<file path="config.mk">
export PLATFORM = sky130hd
export DESIGN_NAME = seg7_scan_scheduler
export DESIGN_NICKNAME = d
export VERILOG_FILES = /design/src/rtl/seg7_pkg.sv /design/src/rtl/seg7_digit_bank.sv /design/src/rtl/seg7_scan_scheduler.sv
export SDC_FILE = /design/constraint.sdc
export NUM_CORES = 1
export LEC_CHECK = 0
export CAP_MARGIN = 20
export CORE_ASPECT_RATIO = 1.1
export CORE_MARGIN = 2
export CORE_UTILIZATION = 55
export CTS_CLUSTER_DIAMETER = 60
export DETAILED_ROUTE_END_ITERATION = 16
export DONT_BUFFER_PORTS = 1
export HOLD_SLACK_MARGIN = 0.05
export PLACE_DENSITY = 0.79
export REMOVE_ABC_BUFFERS = 1
export SYNTH_ARGS = -nofsm -noshare
export SYNTH_HDL_FRONTEND = slang
export SYNTH_SLANG_ARGS = --single-unit
</file>
<file path="constraint.sdc">
create_clock -name clk -period 2.7 [get_ports clk]
set_input_delay 0.405 -clock clk [delete_from_list [all_inputs] [get_ports clk]]
set_output_delay 0.405 -clock clk [all_outputs]
set_load 0.03 [all_outputs]
</file>
<file path="src/rtl/seg7_pkg.sv">
// Shared types and helpers for the 7-segment scan scheduler.
package seg7_pkg;

  typedef enum logic [1:0] {
    StIdle,
    StShow,
    StBlank
  } scan_state_t;

  localparam int unsigned DIGIT_W_DEF      = 4;
  localparam int unsigned BLANK_CYCLES_DEF = 2;
  localparam int unsigned MAX_DIGITS       = 8;

  // One-hot digit enable for a digit index (up to MAX_DIGITS digits).
  function automatic logic [MAX_DIGITS-1:0] onehot(input logic [2:0] idx);
    logic [MAX_DIGITS-1:0] r;
    r = MAX_DIGITS'(1) << idx;
    return r;
  endfunction

endpackage

</file>
<file path="src/rtl/seg7_digit_bank.sv">
// Shadow and display digit register files with write port and frame-boundary copy.
module seg7_digit_bank #(
  parameter int unsigned NUM_DIGITS = 4,
  parameter int unsigned DIGIT_W    = 4,
  parameter int unsigned IDX_W      = $clog2(NUM_DIGITS)
) (
  input  logic               clk_i,
  input  logic               rst_ni,
  input  logic               wr_en_i,
  input  logic [IDX_W-1:0]   wr_addr_i,
  input  logic [DIGIT_W-1:0] wr_data_i,
  input  logic               copy_i,
  input  logic [IDX_W-1:0]   rd_idx_i,
  output logic [DIGIT_W-1:0] rd_data_o
);

  logic [DIGIT_W-1:0] shadow_q  [NUM_DIGITS];
  logic [DIGIT_W-1:0] display_q [NUM_DIGITS];

  // Writes go to the shadow bank; copy publishes the whole shadow bank at once.
  always_ff @(posedge clk_i) begin
    if (!rst_ni) begin
      for (int i = 0; i < NUM_DIGITS; i++) begin
        shadow_q[i]  <= '0;
        display_q[i] <= '0;
      end
    end else begin
      if (wr_en_i) shadow_q[wr_addr_i] <= wr_data_i;
      if (copy_i)  display_q <= shadow_q;
    end
  end

  // Read-through on a copy edge so the first digit of the new frame shows the new bank.
  assign rd_data_o = copy_i ? shadow_q[rd_idx_i] : display_q[rd_idx_i];

endmodule

</file>
<file path="src/rtl/seg7_scan_scheduler.sv">
// Multiplexed 7-segment scan scheduler: FSM, dwell prescaler, blanking and write handshake.
module seg7_scan_scheduler
  import seg7_pkg::*;
#(
  parameter int unsigned NUM_DIGITS   = 4,
  parameter int unsigned DIGIT_W      = DIGIT_W_DEF,
  parameter int unsigned RATE_W       = 8,
  parameter int unsigned BLANK_CYCLES = BLANK_CYCLES_DEF
) (
  input  logic                          clk,
  input  logic                          rst_n,
  input  logic                          scan_en,
  input  logic [RATE_W-1:0]             rate,
  input  logic                          wr_valid,
  output logic                          wr_ready,
  input  logic [$clog2(NUM_DIGITS)-1:0] wr_addr,
  input  logic [DIGIT_W-1:0]            wr_data,
  input  logic                          commit,
  output logic                          commit_pending,
  output logic [DIGIT_W-1:0]            digit_val,
  output logic [NUM_DIGITS-1:0]         digit_en,
  output logic                          blank,
  output logic                          frame_start
);

  localparam int unsigned IdxW   = $clog2(NUM_DIGITS);
  localparam int unsigned BlankW = $clog2(BLANK_CYCLES + 1);

  scan_state_t         state_q, state_d;
  logic [IdxW-1:0]     idx_q, idx_d;
  logic [RATE_W-1:0]   presc_q, presc_d;
  logic [BlankW-1:0]   blank_cnt_q, blank_cnt_d;
  logic [RATE_W-1:0]   rate_q;
  logic                pending_q;
  logic [DIGIT_W-1:0]  digit_val_q;
  logic [NUM_DIGITS-1:0] digit_en_q, en_next;
  logic                blank_q, frame_start_q;
  logic                boundary, copy, wr_en;
  logic [DIGIT_W-1:0]  rd_data;

  assign wr_en = wr_valid && !pending_q;
  assign copy  = boundary && pending_q;

  seg7_digit_bank #(
    .NUM_DIGITS(NUM_DIGITS),
    .DIGIT_W   (DIGIT_W),
    .IDX_W     (IdxW)
  ) u_bank (
    .clk_i    (clk),
    .rst_ni   (rst_n),
    .wr_en_i  (wr_en),
    .wr_addr_i(wr_addr),
    .wr_data_i(wr_data),
    .copy_i   (copy),
    .rd_idx_i (idx_d),
    .rd_data_o(rd_data)
  );

  // Next-state: scan sequencing, dwell/blank counters and frame-boundary detection.
  always_comb begin
    state_d     = state_q;
    idx_d       = idx_q;
    presc_d     = presc_q;
    blank_cnt_d = blank_cnt_q;
    boundary    = 1'b0;
    if (!scan_en) begin
      state_d     = StIdle;
      idx_d       = '0;
      presc_d     = '0;
      blank_cnt_d = '0;
    end else begin
      unique case (state_q)
        StIdle: begin
          state_d  = StShow;
          idx_d    = '0;
          presc_d  = '0;
          boundary = 1'b1;
        end
        StShow: begin
          if (presc_q == rate_q) begin
            state_d     = StBlank;
            presc_d     = '0;
            blank_cnt_d = '0;
          end else begin
            presc_d = presc_q + 1'b1;
          end
        end
        StBlank: begin
          if (blank_cnt_q == BlankW'(BLANK_CYCLES - 1)) begin
            state_d     = StShow;
            blank_cnt_d = '0;
            idx_d       = idx_q + 1'b1;
            boundary    = (idx_q == IdxW'(NUM_DIGITS - 1));
          end else begin
            blank_cnt_d = blank_cnt_q + 1'b1;
          end
        end
        default: state_d = StIdle;
      endcase
    end
    en_next = NUM_DIGITS'(onehot(3'(idx_d)));
  end

  // State, latched rate, pending flag and registered display outputs.
  always_ff @(posedge clk) begin
    if (!rst_n) begin
      state_q       <= StIdle;
      idx_q         <= '0;
      presc_q       <= '0;
      blank_cnt_q   <= '0;
      rate_q        <= '0;
      pending_q     <= 1'b0;
      digit_val_q   <= '0;
      digit_en_q    <= '0;
      blank_q       <= 1'b1;
      frame_start_q <= 1'b0;
    end else begin
      state_q       <= state_d;
      idx_q         <= idx_d;
      presc_q       <= presc_d;
      blank_cnt_q   <= blank_cnt_d;
      if (boundary) rate_q <= rate;
      // A commit on the copy edge re-arms for the following frame.
      pending_q     <= (pending_q && !copy) || commit;
      frame_start_q <= boundary;
      if (state_d == StShow) begin
        digit_en_q  <= en_next;
        digit_val_q <= rd_data;
        blank_q     <= 1'b0;
      end else begin
        digit_en_q  <= '0;
        blank_q     <= 1'b1;
      end
    end
  end

  assign wr_ready       = !pending_q;
  assign commit_pending = pending_q;
  assign digit_val      = digit_val_q;
  assign digit_en       = digit_en_q;
  assign blank          = blank_q;
  assign frame_start    = frame_start_q;

endmodule

</file>
# ---- Yosys cells after proc, flatten, opt, wreduce, memory -nomap -nowiden
# Cells that the tools add are included.
dict set report classes {
  bitwise 2
  mux 26
  addsub 3
  div 0
  eq_ne 7
  shifts 1
  n_mul 0
  n_lt_le_gt_ge 3
  reduce_logical 13
}
# cell count
set op_table {}
lappend op_table {{two-way mux 4 bit} 6}
lappend op_table {{binary-select mux 4 bit (select 2 bit)} 2}
lappend op_table {{bitwise mux 16 bit} 1}
lappend op_table {{one-hot mux 8 bit (2 select lines)} 1}
lappend op_table {{two-way mux 2 bit} 7}
lappend op_table {{adder 8 x 1 -> 8 bit, second input constant} 1}
lappend op_table {{demux 4 bit (select 2 bit)} 1}
lappend op_table {{== test 8 bit} 1}
lappend op_table {{two-way mux 8 bit} 1}
lappend op_table {{one-hot mux 2 bit (2 select lines)} 2}
lappend op_table {{== test 2 x 1 -> 1 bit, second input constant} 3}
lappend op_table {{>= comparator 3 bit, second input constant} 2}
lappend op_table {{NOT 2 -> 3 bit} 2}
lappend op_table {{one-hot mux 2 bit (3 select lines)} 1}
lappend op_table {{AND reduction 2 bit} 3}
lappend op_table {{adder 2 x 1 -> 2 bit, second input constant} 2}
lappend op_table {{== test 2 bit, second input constant} 2}
lappend op_table {{logical AND 1 bit} 4}
lappend op_table {{nonzero test 2 bit} 2}
lappend op_table {{<< shifter 1 x 2 -> 4 bit, first input constant} 1}
lappend op_table {{< comparator 3 x 1 -> 1 bit, second input constant} 1}
lappend op_table {{two-way mux 1 bit} 3}
lappend op_table {{logical NOT 1 bit} 2}
lappend op_table {{logical NOT 2 bit} 1}
lappend op_table {{other kinds (3)} 3}
dict set report word_totals {
  ramBits 0
  inputBits 19
  reg_bits 65
  latch_bits 0
  rom_bits 0
  word_cells 73
  mem_count 0
  out_inout_bits 12
}

# ---- Depth between registers and ports, before layout
dict set report logic_depth {
  depth_word 9
  depth_mapped 9
  depth_no_buf 9
}

# ---- By module
# Synthesis repeated with hierarchy kept, for this count alone.
dict set report unflattened {
  hier_cells 278
  area_unflattened_um2 2955.3
}
# mod seq_area_each_um2 cells_each instances area_per_inst_um2
set modules_own_cells {}
lappend modules_own_cells {seg7_digit_bank 640.6 119 1 1485.2}
lappend modules_own_cells {seg7_scan_scheduler 660.6 159 1 1470.2}

# ---- Least setup slack after synthesis
# Ideal clock, no wire load.
dict set report synth_path {
  path_type {register to register}
  from {reg state_q[1]}
  to {reg digit_val_q[0], in the netlist digit_val[0]}
  n_path_buf 0
  arrival_time_ps 1821
  slack_ps 765
  required_time_ps 2586
  period_less_slack_ps 1935
  setup_ps 114
  path_stages_with_launch 7
  path_cell_list {dfxtp_1 -> nor2b_2 -> nand3_2 -> a21boi_4 -> mux4_2 -> a22o_1 -> a21o_1}
}
dict set report synth_between {
  elab_chain_cells 8
  elab_cells_between_ends 21
  cone_classes {3 x eq/ne; 15 x mux; 1 x bitwise; 2 x reduce/logical}
}
# item line
set synth_lines {}
lappend synth_lines {{from (decl)} seg7_scan_scheduler.sv:29} ;# scan_state_t state_q, state_d;
lappend synth_lines {{from (signal assigned)} seg7_scan_scheduler.sv:107} ;# state_q <= StIdle;
lappend synth_lines {{from (signal assigned)} seg7_scan_scheduler.sv:118} ;# state_q <= state_d;
lappend synth_lines {{== test 2 bit or logical NOT 2 bit (tied branches)} seg7_scan_scheduler.sv:72} ;# unique case (state_q)
lappend synth_lines {{one-hot mux 2 bit (2 select lines)} seg7_scan_scheduler.sv:72}
lappend synth_lines {{two-way mux 2 bit} seg7_scan_scheduler.sv:66} ;# if (!scan_en) begin
lappend synth_lines {{NOT 2 -> 3 bit (not written as such)} seg7_digit_bank.sv:34} ;# assign rd_data_o = copy_i ? shadow_q[rd_idx_i] : display_q[rd_idx_i];
lappend synth_lines {{binary-select mux 4 bit (select 2 bit)} seg7_digit_bank.sv:34}
lappend synth_lines {{two-way mux 4 bit (not written as such) (2 in a row)} seg7_digit_bank.sv:34}
lappend synth_lines {{two-way mux 4 bit} seg7_digit_bank.sv:34}
lappend synth_lines {{to (signal assigned)} seg7_scan_scheduler.sv:128} ;# digit_val_q <= rd_data;
lappend synth_lines {{to (decl)} seg7_scan_scheduler.sv:35} ;# logic [DIGIT_W-1:0] digit_val_q;
# Parallel ways exist; a longest one is shown, timed or not. The select of a mux whose other input is x is not followed.
# A chain may end at the register's enable or synchronous reset.

# ---- Worst setup path in the final report
dict set report layout_path {
  from {reg blank_cnt_q[1]}
  to {reg digit_val_q[0], in the netlist digit_val[0]}
}
dict set report layout_between {
  elab_chain_cells 9
  elab_cells_between_ends 20
  cone_classes {2 x eq/ne; 16 x mux; 1 x bitwise; 1 x reduce/logical}
}
# item line
set layout_lines {}
lappend layout_lines {{from (decl)} seg7_scan_scheduler.sv:32} ;# logic [BlankW-1:0] blank_cnt_q, blank_cnt_d;
lappend layout_lines {{from (signal assigned)} seg7_scan_scheduler.sv:121} ;# blank_cnt_q <= blank_cnt_d;
lappend layout_lines {{== test 2 x 1 -> 1 bit *} seg7_scan_scheduler.sv:89} ;# if (blank_cnt_q == BlankW'(BLANK_CYCLES - 1)) begin
lappend layout_lines {{two-way mux 2 bit} seg7_scan_scheduler.sv:89}
lappend layout_lines {{one-hot mux 2 bit (2 select lines)} seg7_scan_scheduler.sv:72}
lappend layout_lines {{two-way mux 2 bit} seg7_scan_scheduler.sv:66}
lappend layout_lines {{NOT 2 -> 3 bit (not written as such)} seg7_digit_bank.sv:34}
lappend layout_lines {{binary-select mux 4 bit (select 2 bit)} seg7_digit_bank.sv:34}
lappend layout_lines {{two-way mux 4 bit (not written as such) (2 in a row)} seg7_digit_bank.sv:34}
lappend layout_lines {{two-way mux 4 bit} seg7_digit_bank.sv:34}
# Every way passes the cells marked *; elsewhere a longest branch is shown, timed or not. The select of a mux whose other input is x is not followed.

==> metrics.txt <==
initial antenna violation count=0; DR vias=2246; pin count of the biggest net entering global routing=43; Synth Area per Inst=8.61 um^2; die width=72.1 um; Max Slew Vio Count=0; commonest non-fill, non-tap cell in the layout=nand2_1; final wirelength=6.12 mm; area of the die=5690 um^2; maximum clock frequency=500 MHz; Antenna diodes=0; unrepaired setup endpoints after global routing=no; fin crit period=2.00 ns; skew final=0.00581 ns; worst hold endpoint=rate_q[0]; post-synthesis cell area=2810 um^2; PostCTS Resize Cnt=0; I/O pin count=31; Final WS setup=0.701 ns; pre-CTS setup slack=0.707 ns; CP Capture Type=register; drt wl/cell=15.7 um; Max clock buf depth=2; Die Ht=78.9 um; Post-synth EDFFs=0; Top FF cell, synth=dfxtp_1; Synth cell types=45; GP Congestion=0.817; final worst-path cycle share=74.0%; Nets=350; WP data arrival=2.24 ns; Leak=1.09 nW; Layout area overhead=8.24%; Crit Path Max Fanout=6; Post-Place Cells=376; clk root buf=clkbuf_8; HP Class=input pin to register; maxcap violations=0; Util after Layout=61.2%; Cell Count, Final, Fillers Out=391; CORE AREA=4970 um^2; first-pass iteration count of the detailed router=4; relative slew slack=46.6%; clk sink count=65; Min Hold Slack=0.198 ns; share of post-route cells with drive strength above 1=9.61%; WP data required=2.94 ns; Total Routing Usage GR=23.3%; Port Buffer Count=0; clock transition at the registers of the reported paths=0.07 ns; vias in the first global route=2131; initial core utilization=56.5%; Setup crit start kind=register; hold path start=rate[0]; final hold vios=0; worst hold path cell count=2; CTS Buf Count=9; status=complete, no violations; fraction of registers with async set/reset=0%; clk_lat worst skew=0.34 ns; # hold bufs at CTS=0; VDD IR-drop max=0.472 mV; Final setup viols=0; worst reg-to-reg setup slack=0.70 ns; Rows=27; post-route ant nets=0; H-tree levels=3; DR iter-0 viols=96; synth warn=0; via/cell ratio=5.74; r2r endpoint=digit_val[0]; Setup TNS Final=0 ns; first-pass GRT wire length=10.1 mm; CTS tree=yes; Post-CTS Setup Bufs=0; # DRC=0; worst slew pin tran=0.799 ns; most frequent cells in the layout=74 x nand2_1, 65 x dfxtp_1, 33 x nor2_1; GRT overflow=0; Setup CP Type=register to register; Mapped Cells=326; reg2reg start=blank_cnt_q[1]; post-synthesis register bit count=65; power density over the cells=601 nW/um^2; Post-DP HPWL=4.24 mm; Seq/Total Area, Yosys=46.3%; Worst Reg-to-Reg Cells=6
registers in the layout, indices dropped and copies added (netlist names):
signal            flops
state_q               2
digit_en              4
u_bank.display_q     16
blank                 1
presc_q               8
rate_q                8
frame_start           1
blank_cnt_q           2
digit_val             4
idx_q                 2
u_bank.shadow_q      16
commit_pending        1
worst max-delay path, cell delays in order, from the launching register on:
cell      delay (ns)
dfxtp_1         0.35
and2b_4         0.22
o21a_4          0.24
a21boi_4        0.20
mux4_2          0.51
a22o_1          0.24
a21o_1          0.14
final cells by class:
type                    count  area (um^2)
well taps                  58         72.6
clock inverters             3         17.5
repair buffers              8         60.1
flip-flops and latches     65         1300
inverters                   4         15.0
clock buffers              12          145
multi-input cells         241         1430
fillers                   431         1930
routing by layer:
| layer | part of all wire, % | vias up | GRT usage, % |
|---|---|---|---|
| li1 | - | 1119 | - |
| met1 | 43 | 1065 | 27.5 |
| met2 | 49 | 55 | 38.8 |
| met3 | 6.4 | 7 | 8.38 |
| met4 | 1.6 | 0 | 7.92 |
| met5 | 0 | - | 0 |
power breakdown:
group	total [W]	switching, W	internal [W]
Combinational	0.000113	0.0000705	0.0000424
Sequential	0.00101	0.0000296	0.000981
Clock	0.000704	0.000353	0.000350
Total	0.00183	0.000454	0.00137
worst max-delay path by stage:
stage	from	depth (start not counted)	slack, ns	end
final	blank_cnt_q[1]	6	0.70	digit_val[0]
after global routing	state_q[0]	6	0.53	digit_val[0]
after CTS	state_q[0]	6	0.70	digit_val[0]
after detailed placement	state_q[0]	6	0.71	digit_val[0]
after global placement	state_q[0]	6	0.74	digit_val[0]
after floorplan	commit_pending	5	0.01	digit_val[0]
kinds of logic after synthesis:
logic type	synth area share, %
AND/OR/NAND/NOR	23.8
multiplexers	7.66
flip-flops	46.3
AO/OA/AOI/OAI	13.6
adder cells (fa/ha/maj)	0.891
buffers and inverters	2.99
XOR/XNOR	4.68
Yosys cell counts (3+ instances only):
master | number | share of area, %
nor3_1 | 5 | 0.89
nand2b_1 | 3 | 0.67
and2_1 | 5 | 1.1
o21ai_0 | 5 | 0.89
nor2_1 | 33 | 4.4
a32oi_1 | 3 | 0.94
dfxtp_1 | 65 | 46
nand2_1 | 74 | 9.9
inv_1 | 3 | 0.40
nand4_1 | 5 | 1.1
nand3_1 | 4 | 0.71
buf_2 | 7 | 1.2
and3_1 | 5 | 1.1
xnor2_1 | 10 | 3.1
xor2_1 | 5 | 1.6
a21oi_1 | 32 | 5.7
clkbuf_1 | 9 | 1.2
mux2i_1 | 17 | 6.1
per-stage QoR:
stage	area [um^2]	total power (W)
finish	3040	0.00183
global route	3040	0.00190
CTS	3040	0.00184
detailed placement	2880	0.00115
global placement	2880	0.00114
floorplan	2740	0.00111
(Power assumes the default switching activity.)
